**src/rtl/idli_sqi_mem_m.sv**
```systemverilog
// Nibble-wide SQI SRAM responder: decodes command/address/dummy/data beats and serves an internal byte array.
// Optional mode-register commands (WRMR 0x01, RDMR 0x05) are enabled by defining IDLI_SQI_MEM_MODE_EN.
module idli_sqi_mem_m #(
  parameter int AW        = 8,
  parameter int DUMMY_NIB = 2
) (
  input  logic       i_mem_gck,
  input  logic       i_mem_rst_n,
  input  logic       i_mem_sck,
  input  logic       i_mem_cs,
  input  logic [3:0] i_mem_sio,
  output logic [3:0] o_mem_sio,
  output logic       o_mem_sio_oe
);

  localparam int CW = 8;

  typedef enum logic [2:0] {
    ST_CMD,
    ST_ADDR,
    ST_DUMMY,
    ST_RD_DATA,
    ST_WR_DATA,
`ifdef IDLI_SQI_MEM_MODE_EN
    ST_WRMR,
    ST_RDMR,
`endif
    ST_IGNORE
  } state_t;

  state_t          state, state_nx;
  logic [CW-1:0]   cnt, cnt_nx;
  logic [3:0]      cmd_hi, cmd_hi_nx;
  logic [AW-1:0]   addr, addr_nx;
  logic            is_wr, is_wr_nx;
  logic            sel, sel_nx;
  logic [3:0]      pend, pend_nx;
  logic            mem_we;
  logic [1:0]      adv_mode;
  logic [7:0]      rd_byte;
  logic [7:0]      mem [2**AW];

`ifdef IDLI_SQI_MEM_MODE_EN
  logic [7:0]      mode, mode_nx;
  assign adv_mode = mode[7:6];
`else
  assign adv_mode = 2'b01;
`endif

  // 00 holds the address, 10 wraps inside a 32-byte page, anything else is sequential.
  function automatic logic [AW-1:0] adv(input logic [AW-1:0] a, input logic [1:0] m);
    logic [AW-1:0] inc;
    logic [AW-1:0] pm;
    inc = a + 1'b1;
    pm  = AW'(31);
    case (m)
      2'b00:   adv = a;
      2'b10:   adv = (a & ~pm) | (inc & pm);
      default: adv = inc;
    endcase
  endfunction

  always_ff @(posedge i_mem_gck or negedge i_mem_rst_n) begin
    if (!i_mem_rst_n) begin
      state  <= ST_CMD;
      cnt    <= '0;
      cmd_hi <= '0;
      addr   <= '0;
      is_wr  <= 1'b0;
      sel    <= 1'b0;
      pend   <= '0;
`ifdef IDLI_SQI_MEM_MODE_EN
      mode   <= 8'h40;
`endif
    end else begin
      state  <= state_nx;
      cnt    <= cnt_nx;
      cmd_hi <= cmd_hi_nx;
      addr   <= addr_nx;
      is_wr  <= is_wr_nx;
      sel    <= sel_nx;
      pend   <= pend_nx;
`ifdef IDLI_SQI_MEM_MODE_EN
      mode   <= mode_nx;
`endif
    end
  end

  always_comb begin
    state_nx  = state;
    cnt_nx    = cnt;
    cmd_hi_nx = cmd_hi;
    addr_nx   = addr;
    is_wr_nx  = is_wr;
    sel_nx    = sel;
    pend_nx   = pend;
    mem_we    = 1'b0;
`ifdef IDLI_SQI_MEM_MODE_EN
    mode_nx   = mode;
`endif
    if (i_mem_cs) begin
      state_nx = ST_CMD;
      cnt_nx   = '0;
      sel_nx   = 1'b0;
      pend_nx  = '0;
    end else if (i_mem_sck) begin
      case (state)
        ST_CMD: begin
          if (cnt == '0) begin
            cmd_hi_nx = i_mem_sio;
            cnt_nx    = CW'(1);
          end else begin
            cnt_nx = '0;
            sel_nx = 1'b0;
            case ({cmd_hi, i_mem_sio})
              8'h03: begin state_nx = ST_ADDR; is_wr_nx = 1'b0; end
              8'h02: begin state_nx = ST_ADDR; is_wr_nx = 1'b1; end
`ifdef IDLI_SQI_MEM_MODE_EN
              8'h01: state_nx = ST_WRMR;
              8'h05: state_nx = ST_RDMR;
`endif
              default: state_nx = ST_IGNORE;
            endcase
          end
        end
        ST_ADDR: begin
          // Shifting all 24 address bits through leaves only the low AW bits.
          addr_nx = AW'({addr, i_mem_sio});
          if (cnt == CW'(5)) begin
            cnt_nx = '0;
            sel_nx = 1'b0;
            if (is_wr)               state_nx = ST_WR_DATA;
            else if (DUMMY_NIB == 0) state_nx = ST_RD_DATA;
            else                     state_nx = ST_DUMMY;
          end else begin
            cnt_nx = cnt + 1'b1;
          end
        end
        ST_DUMMY: begin
          if (cnt == CW'(DUMMY_NIB - 1)) begin
            cnt_nx   = '0;
            state_nx = ST_RD_DATA;
          end else begin
            cnt_nx = cnt + 1'b1;
          end
        end
        ST_RD_DATA: begin
          sel_nx = ~sel;
          if (sel) addr_nx = adv(addr, adv_mode);
        end
        ST_WR_DATA: begin
          if (!sel) begin
            pend_nx = i_mem_sio;
            sel_nx  = 1'b1;
          end else begin
            mem_we  = 1'b1;
            addr_nx = adv(addr, adv_mode);
            sel_nx  = 1'b0;
          end
        end
`ifdef IDLI_SQI_MEM_MODE_EN
        ST_WRMR: begin
          if (cnt == '0) begin
            cmd_hi_nx = i_mem_sio;
            cnt_nx    = CW'(1);
          end else begin
            mode_nx  = {cmd_hi, i_mem_sio};
            cnt_nx   = '0;
            state_nx = ST_IGNORE;
          end
        end
        ST_RDMR: sel_nx = ~sel;
`endif
        default: ;
      endcase
    end
  end

  always_ff @(posedge i_mem_gck) begin
    if (mem_we) mem[addr] <= {pend, i_mem_sio};
  end

  // Read data is decoded from registered state so it is valid for the whole beat cycle.
  always_comb begin
    o_mem_sio    = 4'h0;
    o_mem_sio_oe = 1'b0;
    rd_byte      = mem[addr];
    case (state)
      ST_RD_DATA: begin
        o_mem_sio_oe = 1'b1;
        o_mem_sio    = sel ? rd_byte[3:0] : rd_byte[7:4];
      end
`ifdef IDLI_SQI_MEM_MODE_EN
      ST_RDMR: begin
        o_mem_sio_oe = 1'b1;
        o_mem_sio    = sel ? mode[3:0] : mode[7:4];
      end
`endif
      default: ;
    endcase
  end

endmodule

```
**config.mk**
```make
export PLATFORM = sky130hd
export DESIGN_NAME = idli_sqi_mem_m
export DESIGN_NICKNAME = d
export VERILOG_FILES = /design/src/rtl/idli_sqi_mem_m.sv
export SDC_FILE = /design/constraint.sdc
export NUM_CORES = 2
export LEC_CHECK = 0
export CAP_MARGIN = 40
export CORE_MARGIN = 3
export CORE_UTILIZATION = 45
export DETAILED_ROUTE_END_ITERATION = 6
export GPL_TIMING_DRIVEN = 1
export MAX_ROUTING_LAYER = met4
export PLACE_DENSITY = 0.62
export SYNTH_ARGS = -nofsm -noshare
export SYNTH_HDL_FRONTEND = slang
export SYNTH_SLANG_ARGS = --single-unit
```
**constraint.sdc**
```tcl
create_clock -name i_mem_gck -period 12.2 [get_ports i_mem_gck]
set_input_delay 2.44 -clock i_mem_gck [delete_from_list [all_inputs] [get_ports i_mem_gck]]
set_output_delay 2.44 -clock i_mem_gck [all_outputs]
set_load 0.03 [all_outputs]
```
* Word level (Yosys, flattened, before mapping)
Memory sizes are Yosys's and may differ from the RTL's.
Index checks and enable logic that the tools add are counted.
W data, S select, Z words.
** Cells by class
- $add $sub $neg :: 2
- Equal/unequal tests :: 13
- Multiplexer cells :: 36
- Bitwise gates (word level) :: 3
- Reductions and logical operators :: 17
** Operators by type and width (count)
- $mux W8 :: 5
- $mux W4 :: 6
- $pmux W8 S3 :: 1
- $mux W3 :: 7
- $add A8 B1 Y8 const B :: 2
- $eq A8 B2 Y1 const B :: 2
- $pmux W8 S2 :: 1
- $mux W1 :: 13
- $reduce_and A4 Y1 :: 3
- $reduce_and A5 Y1 :: 2
- $ne A3 B3 Y1 const B :: 3
- $pmux W3 S3 :: 1
- $eq A8 B1 Y1 const B :: 1
- $eq A8 B3 Y1 const B :: 1
- $logic_not A8 Y1 :: 1
- $reduce_bool A2 Y1 :: 4
- $eq A3 B2 Y1 const B :: 2
- $reduce_bool A5 Y1 :: 1
- $pmux W1 S4 :: 1
- $reduce_bool A4 Y1 :: 1
- $reduce_or A2 Y1 :: 2
- $eq A3 B1 Y1 const B :: 1
- $eq A3 B3 Y1 const B :: 1
- $logic_not A3 Y1 :: 1
- 6 further kinds :: 8
** Word-level totals
- Register bits after elaboration :: 29
- RAM bits :: 2048
- Input port bits :: 8
- Output and inout port bits :: 5
- Word-level logic and storage cells :: 79
- Memories kept :: 1
** Memory list
- mem :: depth 256, bits a word 8, rd ports 1, clocked after Yosys merged registers in 0, write ports 1, line 41 : logic [7:0] mem [2**AW];

* Longest topological paths before layout
- Depth after elaboration :: 7
- Gate-level depth with buffers :: 14
- Depth with buffers taken out :: 9

* Worst setup path after synthesis
Ideal clock, no wire load.
- Path type :: flip-flop to output port
- From :: reg addr[0]
- To :: out o_mem_sio[0]
- Arrival :: 2.972 ns
- Required time :: 9.760 ns
- Slack :: 6.788 ns
- Cell stages (with the launch flop) :: 14
- Path buffers :: 5
- Path through :: dfrtp_1 buf_2 buf_2 buf_4 buf_2 nor2_1 clkbuf_1 a2111oi_0 nand3_1 o211ai_1 a211oi_1 nand4_1 a21oi_1 nor3_1
** On the way
- Longest elaborated chain between the ends :: 3
** Ends and longest elaborated chain
- from (decl) :: line 34 : logic [AW-1:0] addr, addr_nx;
- from (signal assigned) :: line 79 : addr <= addr_nx;
- $mem_v2 Z256 W8
- $mux W4 :: line 191 : o_mem_sio = sel ? rd_byte[3:0] : rd_byte[7:4];
- $mux W4 :: line 188 : case (state)
- to (decl) :: line 12 : output logic [3:0] o_mem_sio,
Every way passes these cells.

* Worst setup path after layout
- From :: reg addr[0]
- To :: out o_mem_sio[1]
Same word-level chain as after synthesis.

==> reports/metrics.yaml <==
placed_design:
  place_congestion: 0.8864
  dpl.hpwl_mm: 131.5
  portBuffers: 12
critical_path:
  critical_path_class: "reg2out"
  worst_ep_required_time_ps: 9760
  regToRegStartpoint: "addr[1]"
  cp-start-kind: "flop"
  r2r_slack_ps: 7210
  path_buf_inv: 3
  cp_top_family: "buffers and inverters"
  r2r-end: "mem[127][4]"
  critPathMostFrequentCell: "buf_4"
  crit_arrival_ps: 6300
  cp-end-kind: "output pin"
  crit_fanout: 34
  cp_cell_sequence: "buf_4 > buf_4 > mux4_2 > a22o_1 > a221oi_1 > nor3_1 > nor4_1 > nand4_1 > a21boi_1 > o221a_1 > clkdlybuf4s50_1"
  cp_slowest_cell: "dfrtp_4"
  max_stage_delay_ps: 750
  rr_worst_depth: 6
grt:
  grt_max_degree: 117
  antenna_found_initial: 10
  grt_overflow: 0
  track_usage: 0.2356
  grt_pass1_wl_mm: 303.3
  grt_pass1_vias: 40140
logic_synthesis:
  synth-seq-area-share: 0.7685
  synth_xor_area_frac: 0.0006490
  synth_compound_gate_area_share: 0.02486
  synth_top_area_share: 0.7595
  synth_nets: 3860
  synthMuxAreaShare: 0.1633
  synth_edf_count: 2048
  yosysTopAreaCell: "edfxtp_1"
  synth.distinct_cells: 57
  postSynthCellCount: 3845
  synthArstFlopShare: 0.01396
  synth-simple-area-share: 0.02763
  ys.flop_type: "edfxtp_1"
  synth_most_common_cell: "edfxtp_1"
  synthTopCellsByArea: "edfxtp_1 (76%), mux4_2 (14%), mux2i_1 (2.3%), nor2_1 (1.4%), dfrtp_1 (0.90%)"
  mappedNetlistArea_um2: 80970
  ys_seq_elements: 2077
  synth_commonest_cells: "edfxtp_1 (2048), mux4_2 (498), nor2_1 (306)"
  ys_warn_count: 0
  synth_top_family_by_area: "multiplexers"
  synth.avg_cell_area_um2: 21.06
  synth-adder-area-share: 0.001082
timing:
  relSlewSlack: 0.3534
  setup_tns_ps: 0
  drv_slew: 0
  finalCritPeriodShare: 0.7165
  timing.final.hold_violations: 0
  worst_pin_slew_ps: 969.9
  setup_viol: 0
  rsz0062_at_grt: "no"
  max_freq_mhz: 114.4
  finalCriticalPeriod_ps: 8742
  finClkSkew_ps: 70.46
min_path:
  min_from: "cmd_hi[0]"
  holdCritPathClass: "reg2reg"
  whs_path_depth: 2
  min_to: "cmd_hi[0]"
cells_and_area:
  drive_above_1_share: 0.2507
  nNetsFinal: 4055
  areaGrowthSynthToFinish_pct: 13.39
  final_util: 0.5140
drt:
  drt_iter0_markers: 5694
  wl_per_cell_um: 31.97
  totalWireLength_mm: 210.2
  antenna_left: 0
  drc: 0
  dr.pass1.iters: 6
  vias_per_cell: 6.140
  vias: 40360
power_and_ir_drop:
  p_per_area_nw_per_um2: 212.9
  combPwrFrac: 0.266
  pwr-share-clk: 0.321
  seqPwrFrac: 0.413
  swShare: 0.3068
  ir_drop_mv: 0.1808
  power_leakage_nw: 28.68
  switching_power_w: 0.005998
  power.internal_w: 0.01355
status:
  outcome: "complete, no violations"
floorplan:
  die_h_um: 430.2
  coreArea_um2: 178600
  start_util: 0.4533
  die-area_um2: 185100
  boundaryPins: 13
  die_w_um: 430.2
  rows: 155
clock_tree:
  clock_latency_ps: 860
  holdBufCountCts: 0
  tritoncts: "built"
  clockBufferDepth: 3
  cts_setup_buffers: 0
  cts_buffers: 205
  numClockSinks: 2077
  htreeDepth: 4
  root_buffer: "clkbuf_16"
  path_clk_slew_ps: 70
  cts_resized: 0
run:
  maxCapViolCount: 0
==> cell families (layout without fill, tap and decap cells) <==
group / after synthesis / count (layout)
buffers and inverters: 243 / 607
xor gates and xnor gates: 6 / 6
and+or+nand+nor: 531 / 531
other: 0 / 9
AOI/OAI and AO/OA: 284 / 284
adders and majority gates: 7 / 7
DFF: 2077 / 2077
muxes: 697 / 697
==> power by group through the flow <==
stage	registers (W)	clock network [W]	logic, W
2_1_floorplan	0.00815	0	0.00322
4_1_cts	0.00807	0.00637	0.00518
3_5_place_dp	0.00822	0	0.00516
3_3_place_gp	0.00826	0	0.00503
6_report	0.00807	0.00628	0.00520
5_1_grt	0.00807	0.00667	0.00540
==> stage by stage <==
step / instance area [µm²] / setup WS (ps) / hold slack (ps) / total power (W) / cells
2_1_floorplan: 80970 / 6788 / 450.7 / 0.01137 / 3845
3_3_place_gp: 83730 / 4230 / 466.8 / 0.01330 / 6055
3_5_place_dp: 85070 / 4364 / 474.5 / 0.01338 / 6184
4_1_cts: 91760 / 3416 / 487.9 / 0.01962 / 6560
5_1_grt: 91810 / 3164 / 519.4 / 0.02015 / 6572
6_report: 91820 / 3458 / 487.9 / 0.01955 / 6573
==> worst max-delay path by stage <==
stage / from / to / slack [ps] / cells after the start
floorplan: addr[0] / o_mem_sio[0] / 6790 / 13
global placement: addr[1] / o_mem_sio[3] / 4230 / 11
detailed placement: addr[0] / o_mem_sio[1] / 4360 / 11
CTS: addr[0] / o_mem_sio[1] / 3420 / 11
global route: addr[0] / o_mem_sio[1] / 3160 / 11
finish: addr[0] / o_mem_sio[1] / 3460 / 11
==> worst reg2reg max path, cell delays in order (launching register included) <==
cell and delay (ps):
dfrtp_4 940, buf_4 660, buf_4 740, ha_1 590, nand2_2 500, buf_4 440
nor2_1 720
==> layout by cell type, fill, tap and decap left out, drive strengths merged, types with 33 or more instances in the layout <==
cell	count
nand2	108
a22oi	86
mux4	498
clkinv	93
edfxtp	2048
a221oi	35
nand3	33
a21oi	47
nor2	306
clkbuf	257
mux2i	184
buf	209
==> registers in the layout (all words and copies together), names as in the netlist <==
register and flops:
mem 2048, addr 8, cnt 8, cmd_hi 4, pend 4, state 3
is_wr 1, sel 1
==> metal layers <==
metal  GRT usage  part of all wire  vias up
met5           -                 0        -
met4     0.08105             0.034        0
met3     0.05562              0.10      407
met2      0.3379              0.46     2189
met1      0.3338              0.41    21320
li1            -                 -    16440
==> cell type report <==
type | count | area (µm²)
Tap cell | 2355 | 2947
Clock buffer | 254 | 5395
Antenna cell | 9 | 22.52
Inverter | 11 | 46.29
Clock inverter | 122 | 1296
Sequential cell | 2077 | 62260
Multi-Input combinational cell | 1525 | 17710
Timing Repair Buffer | 220 | 2147
Fill cell | 13780 | 86800
Power figures use the tool's default switching activity.
